[src/rtl/sub_ctrl_pkg.sv]
// Shared definitions for the bit-serial subtract controller.
// Contents:
//   SUB_WIDTH_DEFAULT : default operand/result width.
//   state_t           : controller FSM encoding (IDLE, RUN, DONE), 2 bits wide.
package sub_ctrl_pkg;

  localparam int SUB_WIDTH_DEFAULT = 8;

  typedef enum logic [1:0] {
    S_IDLE = 2'd0,
    S_RUN  = 2'd1,
    S_DONE = 2'd2
  } state_t;

endpackage

[src/rtl/bit_sub_cell.sv]
// One-bit full subtractor: computes x - y - z for single bits.
// Ports:
//   x  in  minuend bit
//   y  in  subtrahend bit
//   z  in  borrow-in
//   d  out difference bit
//   b  out borrow-out
// Purely combinational.
module bit_sub_cell (
  input  logic x,
  input  logic y,
  input  logic z,
  output logic d,
  output logic b
);

  assign d = x ^ y ^ z;
  assign b = (~x & y) | (~x & z) | (y & z);

endmodule

[src/rtl/serial_subtractor_ctrl.sv]
// Bit-serial subtract controller: d = x - y - z computed LSB-first over WIDTH
// cycles through a single bit_sub_cell, with the borrow recirculated in a
// register. Valid/ready handshakes on both the operand and result sides.
// Ports:
//   clk, rst_n        clock, asynchronous active-low reset
//   clr               synchronous abort back to IDLE (d/b keep last value)
//   in_valid/in_ready operand handshake; in_ready high only in IDLE
//   x, y, z           minuend, subtrahend, borrow-in
//   out_valid/out_ready result handshake; out_valid high only in DONE
//   d, b              difference (mod 2^WIDTH) and borrow-out
//   busy              high while bits are being processed (RUN)
//   v                 two's-complement overflow flag (only with SUB_OVERFLOW_EN)
// Optional feature macro: SUB_OVERFLOW_EN adds output v.
module serial_subtractor_ctrl
  import sub_ctrl_pkg::*;
#(
  parameter int WIDTH = SUB_WIDTH_DEFAULT
) (
  input  logic             clk,
  input  logic             rst_n,
  input  logic             clr,
  input  logic             in_valid,
  output logic             in_ready,
  input  logic [WIDTH-1:0] x,
  input  logic [WIDTH-1:0] y,
  input  logic             z,
  output logic             out_valid,
  input  logic             out_ready,
  output logic [WIDTH-1:0] d,
  output logic             b,
`ifdef SUB_OVERFLOW_EN
  output logic             v,
`endif
  output logic             busy
);

  localparam int CW = $clog2(WIDTH);
  localparam logic [CW-1:0] CNT_LAST = CW'(WIDTH - 1);

  state_t           state_q, state_d;
  logic [CW-1:0]    cnt_q, cnt_d;
  logic [WIDTH-1:0] xs_q, xs_d;
  logic [WIDTH-1:0] ys_q, ys_d;
  logic             brw_q, brw_d;
  // Only WIDTH-1 bits are kept: the last difference bit goes straight into d.
  logic [WIDTH-2:0] dsr_q, dsr_d;
  logic [WIDTH-1:0] d_q, d_d;
  logic             b_q, b_d;
`ifdef SUB_OVERFLOW_EN
  logic             xm_q, xm_d;
  logic             ym_q, ym_d;
  logic             v_q, v_d;
`endif

  logic             dbit_s;
  logic             bout_s;
  logic [WIDTH-1:0] shift_s;

  bit_sub_cell u_cell (
    .x (xs_q[0]),
    .y (ys_q[0]),
    .z (brw_q),
    .d (dbit_s),
    .b (bout_s)
  );

  // Difference shift register with the new bit entering at the top.
  assign shift_s = {dbit_s, dsr_q};

  // Next-state, counter and datapath update.
  always_comb begin
    state_d = state_q;
    cnt_d   = cnt_q;
    xs_d    = xs_q;
    ys_d    = ys_q;
    brw_d   = brw_q;
    dsr_d   = dsr_q;
    d_d     = d_q;
    b_d     = b_q;
`ifdef SUB_OVERFLOW_EN
    xm_d    = xm_q;
    ym_d    = ym_q;
    v_d     = v_q;
`endif
    if (clr) begin
      state_d = S_IDLE;
    end else begin
      case (state_q)
        S_IDLE: begin
          if (in_valid) begin
            xs_d    = x;
            ys_d    = y;
            brw_d   = z;
            cnt_d   = '0;
            dsr_d   = '0;
`ifdef SUB_OVERFLOW_EN
            xm_d    = x[WIDTH-1];
            ym_d    = y[WIDTH-1];
`endif
            state_d = S_RUN;
          end else begin
            state_d = S_IDLE;
          end
        end
        S_RUN: begin
          xs_d  = xs_q >> 1;
          ys_d  = ys_q >> 1;
          brw_d = bout_s;
          dsr_d = shift_s[WIDTH-1:1];
          if (cnt_q == CNT_LAST) begin
            d_d     = shift_s;
            b_d     = bout_s;
`ifdef SUB_OVERFLOW_EN
            // dbit_s is the result MSB on this final step.
            v_d     = (xm_q ^ ym_q) & (xm_q ^ dbit_s);
`endif
            state_d = S_DONE;
          end else begin
            cnt_d   = cnt_q + CW'(1);
          end
        end
        S_DONE: begin
          if (out_ready) begin
            state_d = S_IDLE;
          end else begin
            state_d = S_DONE;
          end
        end
        default: begin
          state_d = S_IDLE;
        end
      endcase
    end
  end

  // State and datapath registers.
  always_ff @(posedge clk or negedge rst_n) begin
    if (!rst_n) begin
      state_q <= S_IDLE;
      cnt_q   <= '0;
      xs_q    <= '0;
      ys_q    <= '0;
      brw_q   <= 1'b0;
      dsr_q   <= '0;
      d_q     <= '0;
      b_q     <= 1'b0;
`ifdef SUB_OVERFLOW_EN
      xm_q    <= 1'b0;
      ym_q    <= 1'b0;
      v_q     <= 1'b0;
`endif
    end else begin
      state_q <= state_d;
      cnt_q   <= cnt_d;
      xs_q    <= xs_d;
      ys_q    <= ys_d;
      brw_q   <= brw_d;
      dsr_q   <= dsr_d;
      d_q     <= d_d;
      b_q     <= b_d;
`ifdef SUB_OVERFLOW_EN
      xm_q    <= xm_d;
      ym_q    <= ym_d;
      v_q     <= v_d;
`endif
    end
  end

  assign in_ready  = (state_q == S_IDLE);
  assign out_valid = (state_q == S_DONE);
  assign busy      = (state_q == S_RUN);
  assign d         = d_q;
  assign b         = b_q;
`ifdef SUB_OVERFLOW_EN
  assign v         = v_q;
`endif

endmodule
[config.mk]
export PLATFORM = sky130hd
export DESIGN_NAME = serial_subtractor_ctrl
export DESIGN_NICKNAME = d
export VERILOG_FILES = /design/src/rtl/sub_ctrl_pkg.sv /design/src/rtl/bit_sub_cell.sv /design/src/rtl/serial_subtractor_ctrl.sv
export SDC_FILE = /design/constraint.sdc
export NUM_CORES = 1
export LEC_CHECK = 0
export ABC_CLOCK_PERIOD_IN_PS = 4900
export CAP_MARGIN = 20
export CORE_UTILIZATION = 35
export DETAILED_ROUTE_END_ITERATION = 7
export SETUP_SLACK_MARGIN = 0.15
export SYNTH_ARGS = -nofsm -noshare
export SYNTH_HDL_FRONTEND = slang
export SYNTH_SLANG_ARGS = --single-unit
[constraint.sdc]
create_clock -name clk -period 4.9 [get_ports clk]
set_clock_uncertainty 0.2 [all_clocks]
set_input_delay 0.735 -clock clk [delete_from_list [all_inputs] [get_ports clk]]
set_output_delay 0.735 -clock clk [all_outputs]
set_load 0.02 [all_outputs]
== After elaboration in Yosys (flattened, before gate mapping) ==
Cells that the tools add are included.
Storage, ports and cells
  register bits: 38
  input port bits: 22
  output and inout bits: 12
  word-level logic and storage cells: 45
Cells by class
  $add $sub $neg: 1
  eq/ne operators: 6
  multiplexer cells: 16
  bitwise gates (word level): 9
  reduce and logical (&&, ||, !) cells: 5
Operators by type and width (number)
  8-bit one-hot mux with 2 select lines: 2
  8-bit two-way mux: 2
  7-bit one-hot mux with 2 select lines: 1
  7-bit two-way mux: 1
  2-bit two-way mux: 3
  3-bit two-way mux: 2
  2-bit one-hot mux with 3 select lines: 1
  3-bit one-hot mux with 2 select lines: 1
  3-bit AND reduction: 2
  2-bit != test (second input constant): 2
  4-bit AND reduction: 1
  3-bit by 1-bit adder with 3-bit output (second input constant): 1
  1-bit AND: 3
  3-bit equality test (second input constant): 1
  3-bit by 2-bit != test with 1-bit output (second input constant): 1
  2-bit by 1-bit equality test with 1-bit output (second input constant): 1
  2-bit equality test (second input constant): 1
  2-bit zero test: 1
  1-bit two-way mux: 2
  1-bit inverter: 2
  1-bit bitwise OR: 2
  1-bit one-hot mux with 2 select lines: 1
  2-bit nonzero test: 1
  1-bit XOR: 2

== Logic depth before layout (Yosys ltp) ==
Gate-level depths: netlist (run 1).
  depth in word-level cells: 5
  depth in mapped cells: 6
  gate-level depth less buffers: 5

== By module ==
Synthesis (run 1) repeated with hierarchy kept, for this count alone.
Second synthesis, totals
  cells, all modules: 134
  area total of the unflattened synthesis: 1798.0 sq um
By module, submodules not included
  serial_subtractor_ctrl: times used 1, cells an instance 131, area an instance 1770.4 sq um, sequential area each 950.9 sq um
  bit_sub_cell: times used 1, cells an instance 3, area an instance 27.5 sq um, sequential area each 0.0 sq um

== Worst setup path before layout (run 1) ==
Ideal clock, no wire load.
  path kind: input to register
  start: input in_valid
  end: register brw_q
  library setup time: 0.125 ns
  data arrival time: 1.548 ns
  data required time: 4.575 ns
  setup slack: 3.027 ns
  stages on the path: 3
  path buffers: 1
  path through: o21ai_2 buf_4 mux2_2
Between the ends
  cells in the longest elaborated chain, start to end: 2
RTL lines
  from (decl): line serial_subtractor_ctrl.sv:22  | input logic in_valid,
  2-bit != test (no source line)
  3-bit AND reduction (no source line)
  to (signal assigned): line serial_subtractor_ctrl.sv:157  | brw_q <= brw_d;
  to (decl): line serial_subtractor_ctrl.sv:44  | logic brw_q, brw_d;
No other way between the ends.
A chain may end at the register's enable or synchronous reset.

== Final worst setup path (run 1) ==
  start: register state_q[0]
  end: output busy
Between the ends
  cells in the longest elaborated chain, start to end: 1
RTL lines
  from (decl): line serial_subtractor_ctrl.sv:40  | state_t state_q, state_d;
  from (signal assigned): line serial_subtractor_ctrl.sv:153  | state_q <= state_d;
  2-bit by 1-bit equality test with 1-bit output: line serial_subtractor_ctrl.sv:171  | assign busy = (state_q == S_RUN);
  to (decl): line serial_subtractor_ctrl.sv:34  | output logic busy
No other way between the ends.

==> run summary, run 1 <==
via count of the first global-routing pass = 1146
final HPWL from detailed placement = 2205 um
Cell Rows = 25
Port Buf Inserts = 33
DIE WIDTH = 74.37 um
sum of routed wire length over all layers = 3146 um
synthesized cell area = 1833 um2
number of nets with antenna violations after routing = 0
clk root buf = clkbuf_8
final number of max-transition violations = 0
mux share of post-synthesis cell area = 0.3160
static leakage = 1.090 nW
main combinational cell family by area after synthesis = multiplexers
share of the core filled with cells = 0.4667
Critical Path Sink Type = primary output
sequential cell area fraction in the yosys report = 0.5188
detailed-router iteration count before antenna repair = 4
core footprint = 4880 um2
Min Hold Slack = 308.9 ps
die extent in y = 74.37 um
via-per-instance ratio = 4.714
xor and xnor fraction of the mapped netlist area = 0
first-pass GRT wire length = 5257 um
final worst path period need = 2847 ps
Min-Delay Path Class = reg2reg
syn_area_per_cell = 13.58 um2
reported max-cap violation count = 0
Slew HR = 0.4380
portion of total power attributed to the clock network = 0.277
number of hold-slack violations in the final timing report = 0
synthesis-to-layout area growth = 24.23%
Net Count, Synth = 160
total internal power = 0.0005381 W
Antenna diodes = 0
number of nets at the end of the flow = 196
count of clock tree sinks = 38
Max Fanout on Critical Path = 23
number of warning messages in the yosys log = 0
sequential power share = 0.533
fraction of final layout cells with drive strength greater than 1 = 0.2807
critical setup path kind = reg2out
number of design rule violations left after detail routing = 0
library cells used by synthesis = 23
Max H-tree Level = 2
startpoint class of the critical path = register
TritonCTS clock tree = built
worst path required time = 3960 ps
vias post-DR = 1122
drt first-iter violations = 36
unrepaired setup endpoints after global routing = no
Resized Gates After CTS = 0
post-synthesis cell type with the largest combined area = dfrtp_1
final weighted congestion in routability-driven placement = 0.7103
power per cell area = 314.7 nW/um2
worst setup slack after placement = 2332 ps
status = finished, final reports clean
Power, Total = 0.0007166 W
switching power as a share of total power = 0.2491
clk slew on worst S/H paths = 70 ps
Synth Instances = 135
combinational fraction of design power = 0.190
worst IR drop on VDD = 144.1 uV
Setup violations, final = 0
final worst setup slack = 2053 ps
post-CTS setup-driven buffer insertion count = 0
slew at the pin closest to its max-slew limit = 843.0 ps
number of top-level design ports = 34
number of antenna violations at the first check in global routing = 0
fmax = 351.2 MHz
period utilization = 0.5811
Adder-Cell Fraction of Synth Area = 0.02457
clock buffers created by TritonCTS = 5
die area = 5531 um2
Data arrival, critical path = 1910 ps
switching power summed over all nets = 0.0001785 W
Worst-Skew Late Latency = 290 ps
Initial Utilization = 0.3756
post-synthesis compound-gate area fraction = 0.02321
pin count of the biggest net entering global routing = 39
cts-stage hold buffer count = 0
Area contributors post-synth = dfrtp_1, mux2_2, mux2_4, mux2i_1, inv_1
Max clock buf depth = 2
average wire length per cell after detail routing = 13.22 um
number of storage elements in the synthesis netlist = 38
simple-gate share of the synthesized area = 0.06485
fraction of post-synthesis cell area in the top cell type by area = 0.5188
aggregate negative setup slack = 0 ps
GRT Overall Usage = 0.1296
final global-route overflow total = 0
## synthesized netlist by cell type
cell	count
o21ai_2	1
fa_1	1
dfrtp_1	38
mux2_4	11
nand2b_4	1
buf_6	1
nand2_2	1
inv_4	1
mux2i_1	11
nor2b_1	2
and3_1	2
a211o_1	2
buf_4	3
nor2_1	6
mux2_1	1
and4_1	2
o211ai_1	1
inv_1	11
ha_1	2
nand2_1	9
mux2_2	26
buf_8	1
a22o_1	1
## state kept, by name, summed over array words and instances (netlist names)
| name | flops |
|---|---|
| b | 1 |
| xs_q | 8 |
| dsr_q | 7 |
| state_q | 2 |
| ys_q | 8 |
| cnt_q | 3 |
| d | 8 |
| brw_q | 1 |
## cells in the final DEF (no fill, tap or decap)
cell type,netlist,layout
nor2b_1,2,2
nand2b_4,1,1
nand2_1,9,9
inv_4,1,1
o211ai_1,1,1
a22o_1,1,1
clkbuf_1,0,2
dfrtp_1,38,38
mux2_4,11,11
clkbuf_8,0,5
a211o_1,2,2
and3_1,2,2
ha_1,2,2
nand2_2,1,1
mux2_2,26,26
clkdlybuf4s50_1,0,32
mux2_1,1,1
fa_1,1,1
o21ai_2,1,1
inv_1,11,11
buf_4,3,1
nor2_1,6,6
and4_1,2,2
mux2i_1,11,11
buf_2,0,1
## cells by family after synthesis
group | count (synthesis)
muxes | 49
DFF | 38
and+or+nand+nor | 23
buffers and inverters | 17
AOI/OAI and AO/OA | 5
adders and majority gates | 3
## layout make-up
type,count,area (um2)
inverter,12,47.55
clock buffer,7,76.32
multi-input combinational,80,785.8
sequential,38,950.9
fill,474,2603
timing repair buffer,34,332.8
tap,67,83.83
## through the flow
stage	instance area [um2]	cells
floorplan	1833	135
global placement	2201	231
detailed placement	2201	231
CTS	2277	238
global route	2277	238
finish	2277	238
## path summary, 6_finish.rpt
check                           start  endpoint  slack (ps)  cells past startpoint
min                              d[2]      d[2]         310                      1
max                        state_q[0]      busy        2050                      3
max in group asynchronous       rst_n   xs_q[3]        3610                      1
max reg2reg                state_q[0]   xs_q[2]        3000                      4
min reg2reg                      d[2]      d[2]         310                      1
min in group asynchronous       rst_n      d[2]         350                      1
## worst max-delay path, cell delays in order, from the launching register on
cell	delay (ps)
dfrtp_1	540
nand2b_4	130
inv_4	280
clkdlybuf4s50_1	670
## metal layers
layer | wire, um | vias to the layer above | global-route usage
met2 | 1591 | 27 | 0.2172
met3 | 181 | 5 | 0.04743
met4 | 48 | 0 | 0.04403
li1 | - | 534 | -
met5 | 0 | - | 0
met1 | 1324 | 556 | 0.1536
## power by group through the flow
stage	Sequential, W	Combinational (W)	Clock [W]
after floorplan	0.000380	0.0000996	0
after global placement	0.000385	0.000135	0
after detailed placement	0.000388	0.000140	0
after CTS	0.000382	0.000140	0.000206
after global routing	0.000387	0.000150	0.000219
final	0.000382	0.000136	0.000198
(Power assumes the default switching activity.)
==> inputs of run 2 (changes only) <==
- ABC_CLOCK_PERIOD_IN_PS: 4900 -> 2900
- clock period: 4.9 -> 2.9 ns (I/O delays scaled with it)
==> run summary, run 2 (synthesis gave the netlist of run 1 again) <==
clk root buf = clkbuf_8
Power, Total = 0.001240 W (+73%)
period utilization = 0.8778
capturing point of the worst reg2reg path = xs_q[1]
Slew HR = 0.4422 (+0.004233)
clock buffers created by TritonCTS = 5 (unchanged)
pin count of the biggest net entering global routing = 39 (unchanged)
worst IR drop on VDD = 302.0 uV (+110%)
final HPWL from detailed placement = 2148 um (-2.6%)
DIE WIDTH = 74.37 um (unchanged)
critical setup path kind = reg2out
Antenna diodes = 0 (unchanged)
Data arrival, critical path = 1910 ps (about the same)
average wire length per cell after detail routing = 12.94 um (-2.1%)
Worst-Skew Late Latency = 290 ps (about the same)
status = finished, final reports clean
first-pass GRT wire length = 5388 um (+2.5%)
Port Buf Inserts = 33 (unchanged)
cell type of the slowest stage on the worst timing path = clkdlybuf4s50_1
worst path required time = 2270 ps (-1690 ps)
GRT Overall Usage = 0.1326 (+0.003046)
die area = 5531 um2 (unchanged)
routed wire length on met2 = 1535 um (-3.5%)
Resized Gates After CTS = 0 (unchanged)
Cell Rows = 25 (unchanged)
Max Used Layer = met4
post-CTS setup-driven buffer insertion count = 0 (unchanged)
cts-stage hold buffer count = 0 (unchanged)
vias post-DR = 1104 (-1.6%)
power per cell area = 540.8 nW/um2 (+72%)
Initial Utilization = 0.3756 (unchanged)
static leakage = 1.100 nW (+0.91%)
TritonCTS clock tree = built
number of design rule violations left after detail routing = 0 (unchanged)
Max clock buf depth = 2 (unchanged)
launch point of the worst reg-to-reg path = state_q[0]
fraction of final layout cells with drive strength greater than 1 = 0.2907 (+0.009996)
Filler Cell Count = 467 (-1.5%)
unrepaired setup endpoints after global routing = no
final worst path period need = 2546 ps
largest incremental delay on the critical path = 670 ps (about the same)
Min Hold Slack = 51.14 ps (-257.8 ps)
slew at the pin closest to its max-slew limit = 836.7 ps (-6.349 ps)
sum of routed wire length over all layers = 3093 um (-1.7%)
via-per-instance ratio = 4.619 (-2.0%)
Min-Delay Path Class = in2async
aggregate negative setup slack = 0 ps (unchanged)
final global-route overflow total = 0 (unchanged)
met3 wire len = 152 um (-16%)
detailed-router iteration count before antenna repair = 4 (unchanged)
path depth of the worst reg2reg path = 4 (unchanged)
commonest cells after routing, fill and taps aside = dfrtp_1, clkdlybuf4s50_1, mux2_2
core footprint = 4880 um2 (unchanged)
flop-to-flop setup slack = 990 ps (-2010 ps)
Critical Path Sink Type = primary output
drt first-iter violations = 23 (-36%)
clk slew on worst S/H paths = 70 ps (about the same)
count of clock tree sinks = 38 (unchanged)
number of top-level design ports = 34 (unchanged)
number of hold-slack violations in the final timing report = 0 (unchanged)
via count of the first global-routing pass = 1198 (+4.5%)
Max H-tree Level = 2 (unchanged)
Post-Route M1 WL = 1382 um (+4.4%)
number of antenna violations at the first check in global routing = 0 (unchanged)
Setup violations, final = 0 (unchanged)
fmax = 392.8 MHz
die extent in y = 74.37 um (unchanged)
most common library cell in the layout ignoring fill and taps = dfrtp_1
synthesis-to-layout area growth = 25.05%
reported max-cap violation count = 0 (unchanged)
final weighted congestion in routability-driven placement = 0.7141 (+0.53%)
number of nets with antenna violations after routing = 0 (unchanged)
number of nets at the end of the flow = 196 (unchanged)
cell chain of the critical path = nand2b_4, inv_4, clkdlybuf4s50_1
final number of max-transition violations = 0 (unchanged)
Max Fanout on Critical Path = 23 (unchanged)
startpoint class of the critical path = register
[run 2: changes by cell type in the layout (fill, tap and decap cells not counted), sizes merged]
cell | previous run | this run
clkinv | 0 | 1
[run 2: worst max-delay path by stage]
stage / startpoint / to / slack, ps / cells past startpoint
finish: state_q[0] / busy / 350 / 3
global route: state_q[0] / busy / 230 / 3
CTS: state_q[0] / busy / 320 / 3
detailed placement: state_q[0] / busy / 630 / 3
global placement: state_q[0] / busy / 690 / 3
floorplan: cnt_q[0] / b / 1160 / 5
[run 2: cell type report]
cell class	instances	area, um2	share of cell area
multi-input combinational	80	785.8	0.3428
tap	67	83.83	0.03657
sequential	38	950.9	0.4148
clock buffer	7	86.33	0.03766
timing repair buffer	34	332.8	0.1452
clock inverter	1	5.005	0.002183
inverter	12	47.55	0.02074
[run 2: routing by layer]
metal  up-vias  track usage
met1       544       0.1566
met5         -            0
met3         2      0.05285
li1        530            -
met4         0      0.03774
met2        28       0.2232
[run 2: critical path, delay by kind of cell (launching register included)]
kind,cells,cell delay [ps]
buffers and inverters,2,940
DFF,1,540
and+or+nand+nor,1,130
[run 2: per-stage QoR]
step | cells | area [um2] | util | setup slack, ps
final | 239 | 2292 | 0.4697 | 354.3
after global routing | 239 | 2292 | 0.4697 | 231.0
after CTS | 239 | 2292 | 0.4697 | 316.0
after detailed placement | 231 | 2201 | 0.4510 | 631.7
after global placement | 231 | 2201 | 0.4510 | 686.6
after floorplan | 135 | 1833 | - | 1158
[run 2: where the power goes]
group	total, W	internal, W	switching [W]
Combinational	0.000229	0.000142	0.0000871
Clock	0.000366	0.000192	0.000175
Sequential	0.000644	0.000602	0.0000423
